==> src/rtl/wb_port_arbiter_pkg.sv <==
// Shared widths, limits and types for the writeback port arbiter slice.
package all_pkgs;

  localparam int unsigned WIDTH          = 32;
  localparam int unsigned MDU_FIFO_DEPTH = 2;
  localparam int unsigned STARVE_LIMIT   = 4;

  typedef enum logic {
    NORMAL,
    FORCE
  } arb_state_t;

  typedef struct packed {
    logic [4:0]       rd;
    logic [WIDTH-1:0] data;
  } wb_entry_t;

endpackage

==> src/rtl/wb_port_arbiter_fifo.sv <==
// Small result buffer for MDU writebacks; occupancy is fully registered.
module wb_result_fifo
  import all_pkgs::*;
#(
  parameter int unsigned DEPTH = MDU_FIFO_DEPTH
) (
  input  logic      clk,
  input  logic      rst_n,
  input  logic      push,
  input  wb_entry_t din,
  input  logic      pop,
  output logic      full,
  output logic      empty,
  output wb_entry_t head
);

  localparam int unsigned PW = (DEPTH > 1) ? $clog2(DEPTH) : 1;
  localparam int unsigned CW = $clog2(DEPTH + 1);

  wb_entry_t       mem [DEPTH];
  logic [PW-1:0]   wr_ptr;
  logic [PW-1:0]   rd_ptr;
  logic [CW-1:0]   count;
  logic            do_push;
  logic            do_pop;

  function automatic logic [PW-1:0] inc_ptr(input logic [PW-1:0] p);
    return (p == PW'(DEPTH - 1)) ? '0 : p + 1'b1;
  endfunction

  assign full    = (count == CW'(DEPTH));
  assign empty   = (count == '0);
  assign head    = mem[rd_ptr];
  // A push while full is dropped even if a pop frees a slot this cycle.
  assign do_push = push && !full;
  assign do_pop  = pop && !empty;

  always_ff @(posedge clk) begin
    if (do_push) mem[wr_ptr] <= din;
  end

  always_ff @(posedge clk) begin
    if (!rst_n) begin
      wr_ptr <= '0;
      rd_ptr <= '0;
      count  <= '0;
    end else begin
      if (do_push) wr_ptr <= inc_ptr(wr_ptr);
      if (do_pop)  rd_ptr <= inc_ptr(rd_ptr);
      case ({do_push, do_pop})
        2'b10:   count <= count + 1'b1;
        2'b01:   count <= count - 1'b1;
        default: count <= count;
      endcase
    end
  end

endmodule

==> src/rtl/wb_port_arbiter.sv <==
// Single register-file write port shared by the pipeline and buffered MDU
// results, with starvation forcing and a pending-destination scoreboard.
module wb_port_arbiter
  import all_pkgs::*;
(
  input  logic             clk,
  input  logic             rst_n,
  input  logic             pipe_wr_en,
  input  logic [4:0]       pipe_rd,
  input  logic [WIDTH-1:0] pipe_data,
  input  logic             mdu_valid,
  input  logic [4:0]       mdu_rd,
  input  logic [WIDTH-1:0] mdu_data,
  output logic             mdu_ready,
  input  logic             mdu_issue,
  input  logic [4:0]       mdu_issue_rd,
  input  logic [4:0]       rs1,
  input  logic [4:0]       rs2,
  output logic             rs1_busy,
  output logic             rs2_busy,
  output logic             rf_wr_en,
  output logic [4:0]       rf_rd,
  output logic [WIDTH-1:0] rf_wr_data,
  output logic             stall_pipe
);

  arb_state_t  state, state_next;
  logic [2:0]  starve_cnt, starve_next;
  logic [31:0] busy, busy_next;
  logic        fifo_full, fifo_empty, fifo_push, fifo_pop;
  logic        pipe_valid;
  wb_entry_t   head;

  assign pipe_valid = pipe_wr_en && (pipe_rd != '0);
  assign mdu_ready  = rst_n && !fifo_full;
  // Results targeting x0 are accepted but never enqueued.
  assign fifo_push  = mdu_valid && mdu_ready && (mdu_rd != '0);

  wb_result_fifo #(.DEPTH(MDU_FIFO_DEPTH)) u_fifo (
    .clk   (clk),
    .rst_n (rst_n),
    .push  (fifo_push),
    .din   ('{rd: mdu_rd, data: mdu_data}),
    .pop   (fifo_pop),
    .full  (fifo_full),
    .empty (fifo_empty),
    .head  (head)
  );

  always_comb begin
    state_next  = state;
    starve_next = starve_cnt;
    fifo_pop    = 1'b0;
    stall_pipe  = 1'b0;
    rf_wr_en    = 1'b0;
    rf_rd       = '0;
    rf_wr_data  = '0;
    if (rst_n) begin
      case (state)
        FORCE: begin
          stall_pipe  = 1'b1;
          state_next  = NORMAL;
          starve_next = '0;
          fifo_pop    = !fifo_empty;
        end
        default: begin
          if (pipe_valid) begin
            rf_wr_en    = 1'b1;
            rf_rd       = pipe_rd;
            rf_wr_data  = pipe_data;
            starve_next = fifo_empty ? '0 : starve_cnt + 3'd1;
          end else begin
            fifo_pop    = !fifo_empty;
            starve_next = '0;
          end
          if (starve_next == 3'(STARVE_LIMIT)) state_next = FORCE;
        end
      endcase
      if (fifo_pop) begin
        rf_wr_en   = 1'b1;
        rf_rd      = head.rd;
        rf_wr_data = head.data;
      end
    end
  end

  // Clear first so a same-cycle issue to the same register wins.
  always_comb begin
    busy_next = busy;
    if (fifo_pop) busy_next[head.rd] = 1'b0;
    if (mdu_issue) busy_next[mdu_issue_rd] = 1'b1;
    busy_next[0] = 1'b0;
  end

  always_ff @(posedge clk) begin
    if (!rst_n) begin
      state      <= NORMAL;
      starve_cnt <= '0;
      busy       <= '0;
    end else begin
      state      <= state_next;
      starve_cnt <= starve_next;
      busy       <= busy_next;
    end
  end

  assign rs1_busy = busy[rs1];
  assign rs2_busy = busy[rs2];

endmodule

==> config.mk <==
export PLATFORM = sky130hd
export DESIGN_NAME = wb_port_arbiter
export DESIGN_NICKNAME = d
export VERILOG_FILES = /design/src/rtl/wb_port_arbiter_pkg.sv /design/src/rtl/wb_port_arbiter_fifo.sv /design/src/rtl/wb_port_arbiter.sv
export SDC_FILE = /design/constraint.sdc
export NUM_CORES = 1
export LEC_CHECK = 0
export CAP_MARGIN = 10
export CORE_MARGIN = 2
export CORE_UTILIZATION = 38
export DETAILED_ROUTE_END_ITERATION = 12
export PLACE_DENSITY = 0.7
export SYNTH_ARGS = -nofsm -noshare
export SYNTH_HDL_FRONTEND = slang
export SYNTH_SLANG_ARGS = --single-unit
==> constraint.sdc <==
create_clock -name clk -period 3.7 [get_ports clk]
set_input_delay 0.74 -clock clk [delete_from_list [all_inputs] [get_ports clk]]
set_output_delay 0.74 -clock clk [all_outputs]
set_load 0.02 [all_outputs]
==> impl_metrics.tcl, run 1 <==
set metrics [dict create \
    status "finished clean" \
    worstSkewPairLatency_ns 0.41 \
    yosys.area_share.adder_pct 0.455 \
    critPathArrivalTime_ns 2.87 \
    layout_commonest_cell "clkdlybuf4s50_1" \
    io_buffers 135 \
    place_congestion 0.855 \
    crit_chain "clkdlybuf4s50_1 -> nor4_1 -> buf_4 -> a21oi_2 -> nand2b_1 -> buf_12 -> o2bb2ai_1 -> clkdlybuf4s50_1" \
    rr_endpoint "busy[28]$_SDFF_PN0_" \
    syn_to_final_growth_pct 40.4 \
    syn_inst 436 \
    worst_path_most_repeated_cell "clkdlybuf4s50_1" \
    regArea_sq_um 3020 \
    clock-root-buffer "clkbuf_16" \
    ys_warn_count 0 \
    cts_tree "done" \
    critPathKind "input port to primary output" \
    cts_setup_buffers 0 \
    ys.flop_type "edfxtp_1" \
    cp_max_fo 37 \
    clk_pin_slew_ns 0.05 \
    rows 43 \
    cap_viol_max_count 0 \
    nNetsFinal 677 \
    max_freq_mhz 277 \
    viasPerCell 5.59 \
    synthXorXnorAreaFrac_pct 0.478 \
    route.detailed.drc 0 \
    start_util_pct 39.3 \
    dp_cells 742 \
    crit_end "rf_wr_data[6]" \
    crit_required_ns 2.96 \
    antenna_found_initial 0 \
    die-area_sq_um 15400 \
    fin_cells 774 \
    worstHoldStart "starve_cnt[0]$_SDFF_PP0_" \
    core_area_sq_um 14000 \
    clockBufferDepth 2 \
    antenna_left 0 \
    die_w_um 124 \
    synth_compound_area_share_pct 15.7 \
    fin_worst_skew_ns 0.00710 \
    power_mw 3.50 \
    power_density_nw_per_um2 454 \
    cts_buffers 17 \
    top_level_ports 136 \
    tns_ns 0 \
    postSynthAreaPerCell_sq_um 12.6 \
    leakagePower_nw 2.84 \
    synth-edff-count 74 \
    utilization_pct 55.2 \
    hold_viol 0 \
    synth_top_family_by_area "compound AO/OA/AOI/OAI gates" \
    postRouteWirelength_um 13500 \
    final.fill_count 1165 \
    slew_violations 0 \
    htreeDepth 4 \
    slowest_delay_ns 0.63 \
    hpwlAfterDp_um 9590 \
    dr.pass1.iters 5 \
    multi_input_area_sq_um 2280 \
    crit_path_end_kind "primary output" \
    cp-start-kind "input port" \
    synth_seq_cells 114 \
    path_buf_inv 4 \
    syn_nets 532 \
    slew_headroom_pct 46.6 \
    grt_pass1_wl_um 21900 \
    hold_class "flop to flop" \
    tightest_slew_ns 0.799 \
    final.period_utilization_pct 97.5 \
    setup_viol 0 \
    antenna_cells 0 \
    netlist_area_sq_um 5490 \
    crit_start "pipe_rd[3]" \
    yosys.area_share.simple_pct 10.5 \
    met3_length_um 1190 \
    cp_num_cells 8 \
    synth-async-reset-ratio_pct 0 \
    final_cell_mix "clkdlybuf4s50_1 (111), edfxtp_1 (74), nand2_1 (40)" \
    overflow 0 \
    vdd_drop_max_v 0.000229 \
    r2r_cells 5 \
    hold-worst-slack_ns 0.458 \
    wl_per_cell_um 17.4 \
    synth_cell_type_count 47 \
    grt_max_degree 38 \
    rsz0062_at_grt "no" \
    route.top_layer_used "met4" \
    crit_slowest_cell "clkdlybuf4s50_1" \
    grt_pass1_vias 4402 \
    dr_wl_met2_um 6520 \
    final_layout_size_suffix_gt1_share_pct 10.3 \
    fin_crit_ns 3.61 \
    cts_sinks 114 \
    detail_route.iter0.violations 327 \
    yosysSeqAreaShare_pct 55.0 \
    cp_top_family "buffers and inverters" \
    synthMuxAreaShare_pct 14.2 \
    vias 4329 \
    die_h_um 124 \
    wl_met1_um 5610 \
    grt_usage_pct 18.0 \
    rrSetupSlack_ns 1.57 \
]
Yosys cell counts (3+ instances only):
master	count	area (sq um)
a21oi_1	38	190
a311oi_1	27	236
and3b_1	3	26.3
buf_1	4	15.0
buf_2	9	45.0
buf_6	4	45.0
clkbuf_1	12	45.0
dfxtp_1	40	801
edfxtp_1	74	2220
inv_1	9	33.8
mux2_2	4	45.0
mux2i_1	36	360
mux4_1	12	315
nand2_1	40	150
nand3_1	5	25.0
nand4_1	5	31.3
nor2_1	15	56.3
nor2b_1	4	25.0
nor3_1	4	20.0
nor3b_1	6	45.0
o21ai_0	3	15.0
o2bb2ai_1	36	315
o41ai_1	5	43.8
or3_1	3	18.8
through the flow:
step           worst slack, ns  area, sq um
6_report                0.0930         7720
5_1_grt                0.00263         7720
4_1_cts               0.000696         7670
3_5_place_dp            -0.320         7110
3_3_place_gp            -0.261         7110
2_1_floorplan            0.276         5490
how the worst min path moves through the flow:
stage | end | slack [ns] | depth (start not counted)
floorplan | starve_cnt[0]$_SDFF_PP0_ | 0.42 | 1
global placement | starve_cnt[0]$_SDFF_PP0_ | 0.43 | 1
detailed placement | starve_cnt[0]$_SDFF_PP0_ | 0.45 | 1
CTS | starve_cnt[0]$_SDFF_PP0_ | 0.46 | 1
global route | starve_cnt[0]$_SDFF_PP0_ | 0.49 | 1
finish | starve_cnt[0]$_SDFF_PP0_ | 0.46 | 1
registers in the layout (all words and copies together) (netlist names), named ones only:
name	cells
u_fifo.mem	74
u_fifo.wr_ptr	1
busy	31
state	1
u_fifo.rd_ptr	1
starve_cnt	3
u_fifo.count	2
routing by layer:
metal | GRT usage (%) | vias to the layer above
met3 | 7.53 | 19
met1 | 21.4 | 2054
met2 | 29.3 | 205
met5 | 0 | -
met4 | 6.01 | 0
li1 | - | 2051
report_power, final:
group	switching [mW]	internal, mW	total, mW
registers	0.0183	1.41	1.42
clock network	0.516	1.04	1.56
logic	0.268	0.253	0.520
what timing repair did:
item                       CTS  global route
gates resized for setup      6            18
hold buffers                 0             0
setup endpoints to repair    3            18
area by class of cell:
| type | instances | area share (%) |
|---|---|---|
| multi-input cells | 281 | 29.5 |
| inverters | 9 | 0.438 |
| clock buffers | 27 | 6.41 |
| flip-flops and latches | 114 | 39.2 |
| well taps | 180 | 2.92 |
| clock inverters | 5 | 0.973 |
| repair buffers | 158 | 20.6 |
logic make-up (layout without fill, tap and decap cells):
family                   count (synthesis)  count (layout)
XOR/XNOR                                 3               3
adder cells (fa/ha/maj)                  2               2
buffers and inverters                   41             199
AO/OA/AOI/OAI                          116             116
multiplexers                            55              55
flip-flops                             114             114
AND/OR/NAND/NOR                        105             105
Power figures use the tool's default switching activity.
==> run 2, diff against run 1 <==
Settings changed: ABC_CLOCK_PERIOD_IN_PS set to 3700, PLACE_DENSITY 0.7 to 0.64.
==> run 2 against run 1 <==
Compared with the run above:
- highest routed layer unchanged
- first-iteration DRC count down 21%
- flip-flop and latch count stayed put
- sequential power barely moved
- critical path depth stayed put
- register-to-register slack got worse by 0.04 ns
- wire length grew 5.8%
- critical endpoint is now rf_wr_data[24]
- combinational power barely moved
- count of clock-buffer cells in the layout fell by 9
- via count rose by 0.83%
- largest cell class unchanged
==> impl_metrics.tcl, run 2 (synthesis results as in run 1) <==
set metrics [dict create \
    vias 4365 \
    status "finished clean" \
    core_area_sq_um 14000 \
    syn_to_final_growth_pct 42.0 \
    fin_crit_ns 3.60 \
    critPathArrivalTime_ns 2.86 \
    largest_register_ffs 74 \
    power_frac_clock_pct 45.5 \
    final_cell_mix "clkdlybuf4s50_1 (96), edfxtp_1 (74), nand2_1 (40)" \
    io_buffers 135 \
    slew_headroom_pct 41.0 \
    pwr-share-seq_pct 40.0 \
    hpwlAfterDp_um 10100 \
    power_density_nw_per_um2 458 \
    worstHoldStart "starve_cnt[0]$_SDFF_PP0_" \
    fin_worst_skew_ns 0.00699 \
    clk_pin_slew_ns 0.06 \
    final_layout_size_suffix_gt1_share_pct 11.6 \
    antenna_cells 0 \
    die-area_sq_um 15400 \
    clockBufferDepth 2 \
    crit_required_ns 2.96 \
    worst_path_most_repeated_cell "clkdlybuf4s50_1" \
    grt_pass1_wl_um 22700 \
    fin_ws_ns 0.0964 \
    tightest_slew_ns 0.884 \
    hold_viol 0 \
    reg.largest.list "u_fifo.mem (74), busy (31), starve_cnt (3)" \
    cap_viol_max_count 0 \
    cp-start-kind "input port" \
    top_level_ports 136 \
    rows 43 \
    clock-root-buffer "clkbuf_16" \
    detail_route.iter0.violations 259 \
    final.fill_count 1196 \
    slowest_delay_ns 0.62 \
    antenna_left 0 \
    utilization_pct 55.8 \
    cts_sinks 114 \
    final.period_utilization_pct 97.4 \
    start_util_pct 39.3 \
    holdPathStages 1 \
    overflow 0 \
    holdPathEnd "starve_cnt[0]$_SDFF_PP0_" \
    dr.pass1.iters 4 \
    max_freq_mhz 278 \
    rrSetupSlack_ns 1.53 \
    worstSkewPairLatency_ns 0.40 \
    cp_max_fo 36 \
    place_ws_ns -0.329 \
    crit_slowest_cell "clkdlybuf4s50_1" \
    slew_violations 0 \
    power_frac_comb_pct 14.5 \
    crit_path_end_kind "primary output" \
    hold_class "flop to flop" \
    htreeDepth 4 \
    grt_usage_pct 18.3 \
    r2r_cells 6 \
    cts_tree "done" \
    p_int_mw 2.71 \
    multi_input_area_sq_um 2280 \
    antenna_found_initial 0 \
    rr_endpoint "busy[22]$_SDFF_PN0_" \
    cts_buffers 17 \
    cp_top_family "buffers and inverters" \
    path_buf_inv 4 \
    layout_commonest_cell "clkdlybuf4s50_1" \
    grt_max_degree 38 \
    die_h_um 124 \
    setup_viol 0 \
    vdd_drop_max_v 0.000231 \
    power.share.switching_pct 24.1 \
    top_register "u_fifo.mem" \
    wl_per_cell_um 18.5 \
    die_w_um 124 \
    postRouteWirelength_um 14300 \
    route.detailed.drc 0 \
    grt_pass1_vias 4571 \
    regArea_sq_um 3020 \
    leakagePower_nw 3.11 \
    critPathKind "input port to primary output" \
    viasPerCell 5.64 \
    power.switching_uw 860 \
    rsz0062_at_grt "no" \
    place_congestion 0.833 \
    crit_chain "clkdlybuf4s50_1 -> nor4_2 -> buf_4 -> a21oi_2 -> and2_1 -> buf_12 -> o2bb2ai_1 -> clkdlybuf4s50_1" \
    nNetsFinal 677 \
]
run 2: cell types whose count changed in the layout (fill, tap and decap cells not counted), moves of 2 or more:
| cell | before | now |
|---|---|---|
| clkinv_1 | 0 | 2 |
| clkinv_4 | 0 | 2 |
| clkbuf_1 | 8 | 1 |
| clkdlybuf4s50_1 | 111 | 96 |
| dlygate4sd2_1 | 6 | 2 |
| clkinvlp_4 | 0 | 4 |
| dlymetal6s2s_1 | 18 | 35 |
run 2: power groups by stage:
stage	Combinational, mW	Clock (mW)	Sequential (mW)
CTS	0.529	1.65	1.43
floorplan	0.275	0	1.44
finish	0.519	1.62	1.43
global placement	0.517	0	1.45
global route	0.557	1.71	1.43
detailed placement	0.527	0	1.45
run 2: worst max-delay path by stage:
stage                from                         end  cells past startpoint
4_1_cts            rs1[0]                    rs1_busy                      6
2_1_floorplan       rst_n  u_fifo.mem[1][0]$_DFFE_PP_                      4
6_report       pipe_rd[2]              rf_wr_data[24]                      8
3_3_place_gp       rs2[1]                    rs2_busy                      6
5_1_grt        pipe_rd[3]              rf_wr_data[11]                      8
3_5_place_dp       rs2[1]                    rs2_busy                      6
run 2: routing by layer:
metal / wire [um] / up-vias / GRT usage (%)
met3: 1200 / 14 / 6.37
met1: 5780 / 2119 / 21.7
met4: 141 / 0 / 6.48
li1: - / 2037 / -
met2: 7170 / 195 / 30.7
met5: 0 / - / 0
run 2: area by class of cell:
type | count | share of cell area (%)
Sequential cell | 114 | 38.8
Multi-Input combinational cell | 281 | 29.3
Timing Repair Buffer | 158 | 21.1
Clock buffer | 18 | 5.50
Tap cell | 180 | 2.89
Clock inverter | 14 | 2.10
Inverter | 9 | 0.433
run 2: what timing repair did:
item                       CTS  global route
resized for setup            7            37
setup buffers                0             0
setup endpoints to repair    2            39
hold buffers                 0             0
run 2: through the flow:
stage	instance area, sq um	setup TNS [ns]	std cells	power [mW]	hold slack, ns
6_report	7800	0	774	3.57	0.448
3_5_place_dp	7120	-0.628	742	1.98	0.440
3_3_place_gp	7120	-0.548	742	1.97	0.426
2_1_floorplan	5490	0	436	1.72	0.418
5_1_grt	7800	0	774	3.70	0.463
4_1_cts	7710	0	774	3.60	0.453
run 2: worst register-to-register path: stages (launching register included):
cell and delay (ns):
dfxtp_2 0.47, buf_4 0.29, mux2i_1 0.21, buf_4 0.18
nand3_1 0.19, nor2_1 0.49, a311oi_1 0.19
==> run 3, diff against run 2 <==
Settings changed: CORE_UTILIZATION 38 to 30, PLACE_DENSITY 0.64 to 0.53.
==> run 3 against run 2 <==
Compared with the run above:
- worst hold slack improved by 0.011 ns
- flip-flop and latch count unchanged
- final area barely moved
- non-clock buffer count fell by 1
- critical path depth is the same
- sequential share of layout area about the same
- via count shrank 1.1%
- total power rose by 1.6%
- die area grew 26%
- critical path type unchanged
- critical endpoint is now rf_wr_data[25]
- largest cell class unchanged
- largest power group unchanged
- highest routed layer unchanged
==> impl_metrics.tcl, run 3 (synthesis results as in run 1) <==
set metrics [dict create \
    cts_tree "done" \
    cts_sinks 114 \
    crit_chain "clkdlybuf4s50_1 -> nor4_2 -> buf_4 -> a21oi_2 -> nand2b_1 -> buf_12 -> o2bb2ai_1 -> clkdlybuf4s50_1" \
    r2r_cells 5 \
    rows 49 \
    final_layout_size_suffix_gt1_share_pct 12.0 \
    vdd_drop_max_v 0.000350 \
    hpwlAfterDp_um 10200 \
    syn_to_final_growth_pct 42.1 \
    die_h_um 139 \
    overflow 0 \
    grt_pass1_wl_um 23500 \
    slew_headroom_pct 46.8 \
    slew_violations 0 \
    setup_viol 0 \
    core_area_sq_um 18000 \
    clockBufferDepth 2 \
    hold_viol 0 \
    grt_usage_pct 15.3 \
    cts_setup_buffers 0 \
    worstSkewPairLatency_ns 0.41 \
    grt_max_degree 38 \
    cts_resized 7 \
    antenna_cells 0 \
    tightest_slew_ns 0.776 \
    dr.pass1.iters 6 \
    cap_viol_max_count 0 \
    power_density_nw_per_um2 465 \
    start_util_pct 30.6 \
    wl_per_cell_um 17.8 \
    critPathKind "input port to primary output" \
    hold_class "flop to flop" \
    crit_required_ns 2.96 \
    place_congestion 0.811 \
    route.detailed.drc 0 \
    nNetsFinal 676 \
    grt_pass1_vias 4438 \
    dp_cells 790 \
    cp_max_fo 37 \
    fin_crit_ns 3.65 \
    die_w_um 139 \
    antenna_found_initial 0 \
    worst_path_most_repeated_cell "clkdlybuf4s50_1" \
    antenna_left 0 \
    max_freq_mhz 274 \
    leakagePower_nw 2.83 \
    htreeDepth 4 \
    place_ws_ns -0.304 \
    largest_register_ffs 74 \
    fin_ws_ns 0.0489 \
    layout_commonest_cell "clkdlybuf4s50_1" \
    io_buffers 135 \
    final.period_utilization_pct 98.7 \
    clk_pin_slew_ns 0.06 \
    critPathArrivalTime_ns 2.91 \
    slowest_delay_ns 0.64 \
    vias 4315 \
    cp-start-kind "input port" \
    clock-root-buffer "clkbuf_16" \
    crit_path_end_kind "primary output" \
    fin_worst_skew_ns 0.0102 \
    cts_buffers 17 \
    final_cell_mix "clkdlybuf4s50_1 (113), edfxtp_1 (74), nand2_1 (40)" \
    fin_cells 822 \
    crit_slowest_cell "clkdlybuf4s50_1" \
    tns_ns 0 \
    viasPerCell 5.25 \
    detail_route.iter0.violations 311 \
    reg.largest.list "u_fifo.mem (74), busy (31), starve_cnt (3)" \
    postRouteWirelength_um 14600 \
    cts_hold_buf 0 \
    die-area_sq_um 19400 \
    status "finished clean" \
    top_level_ports 136 \
    holdPathStages 1 \
    top_register "u_fifo.mem" \
]
==> run 3: changes by cell type in the layout (fill, tap and decap cells not counted), sizes merged <==
cell | previous run | this run
dlymetal6s2s | 35 | 17
clkdlybuf4s50 | 96 | 113
inv | 10 | 15
clkinv | 6 | 3
clkinvlp | 4 | 2
buf | 23 | 22
clkbuf | 19 | 20
==> run 3: metal layers <==
| layer | track usage, % | routed length (um) |
|---|---|---|
| met5 | 0 | 0 |
| met4 | 4.68 | 208 |
| met3 | 6.40 | 1290 |
| met2 | 24.5 | 6850 |
| met1 | 18.9 | 6270 |
==> run 3: worst paths after layout <==
kind / start / end / slack, ns
worst max-delay path: pipe_rd[3] / rf_wr_data[25] / 0.05
worst min-delay path: starve_cnt[0]$_SDFF_PP0_ / starve_cnt[0]$_SDFF_PP0_ / 0.46
worst max register to register: flop / busy[30]$_SDFF_PN0_ / 1.10
worst min register to register: starve_cnt[0]$_SDFF_PP0_ / starve_cnt[0]$_SDFF_PP0_ / 0.46
==> run 3: area by class of cell <==
| type | instances | area, sq um |
|---|---|---|
| sequential | 114 | 3020 |
| inverter | 9 | 33.8 |
| clock buffer | 18 | 429 |
| clock inverter | 14 | 176 |
| multi-input combinational | 281 | 2280 |
| timing repair buffer | 157 | 1570 |
| tap | 229 | 287 |
| fill | 1671 | 10200 |
==> run 3: worst max-delay path: cells and delay by family <==
| kind | cells | cell delay, ns |
|---|---|---|
| AO/OA/AOI/OAI | 2 | 0.23 |
| AND/OR/NAND/NOR | 2 | 0.49 |
| buffers and inverters | 4 | 1.43 |
==> run 3: power breakdown <==
part	internal, mW	switching (mW)
sequential	1.40	0.0190
combinational	0.252	0.276
clock	1.07	0.609
==> run 3: metrics by stage <==
stage	hold slack [ns]	util, %	total power, mW	instance area, sq um
after global routing	0.507	43.5	3.76	7810
after floorplan	0.418	-	1.72	5490
after CTS	0.460	43.2	3.66	7760
after detailed placement	0.447	39.9	1.98	7160
after global placement	0.427	39.9	1.97	7160
final	0.459	43.5	3.63	7810
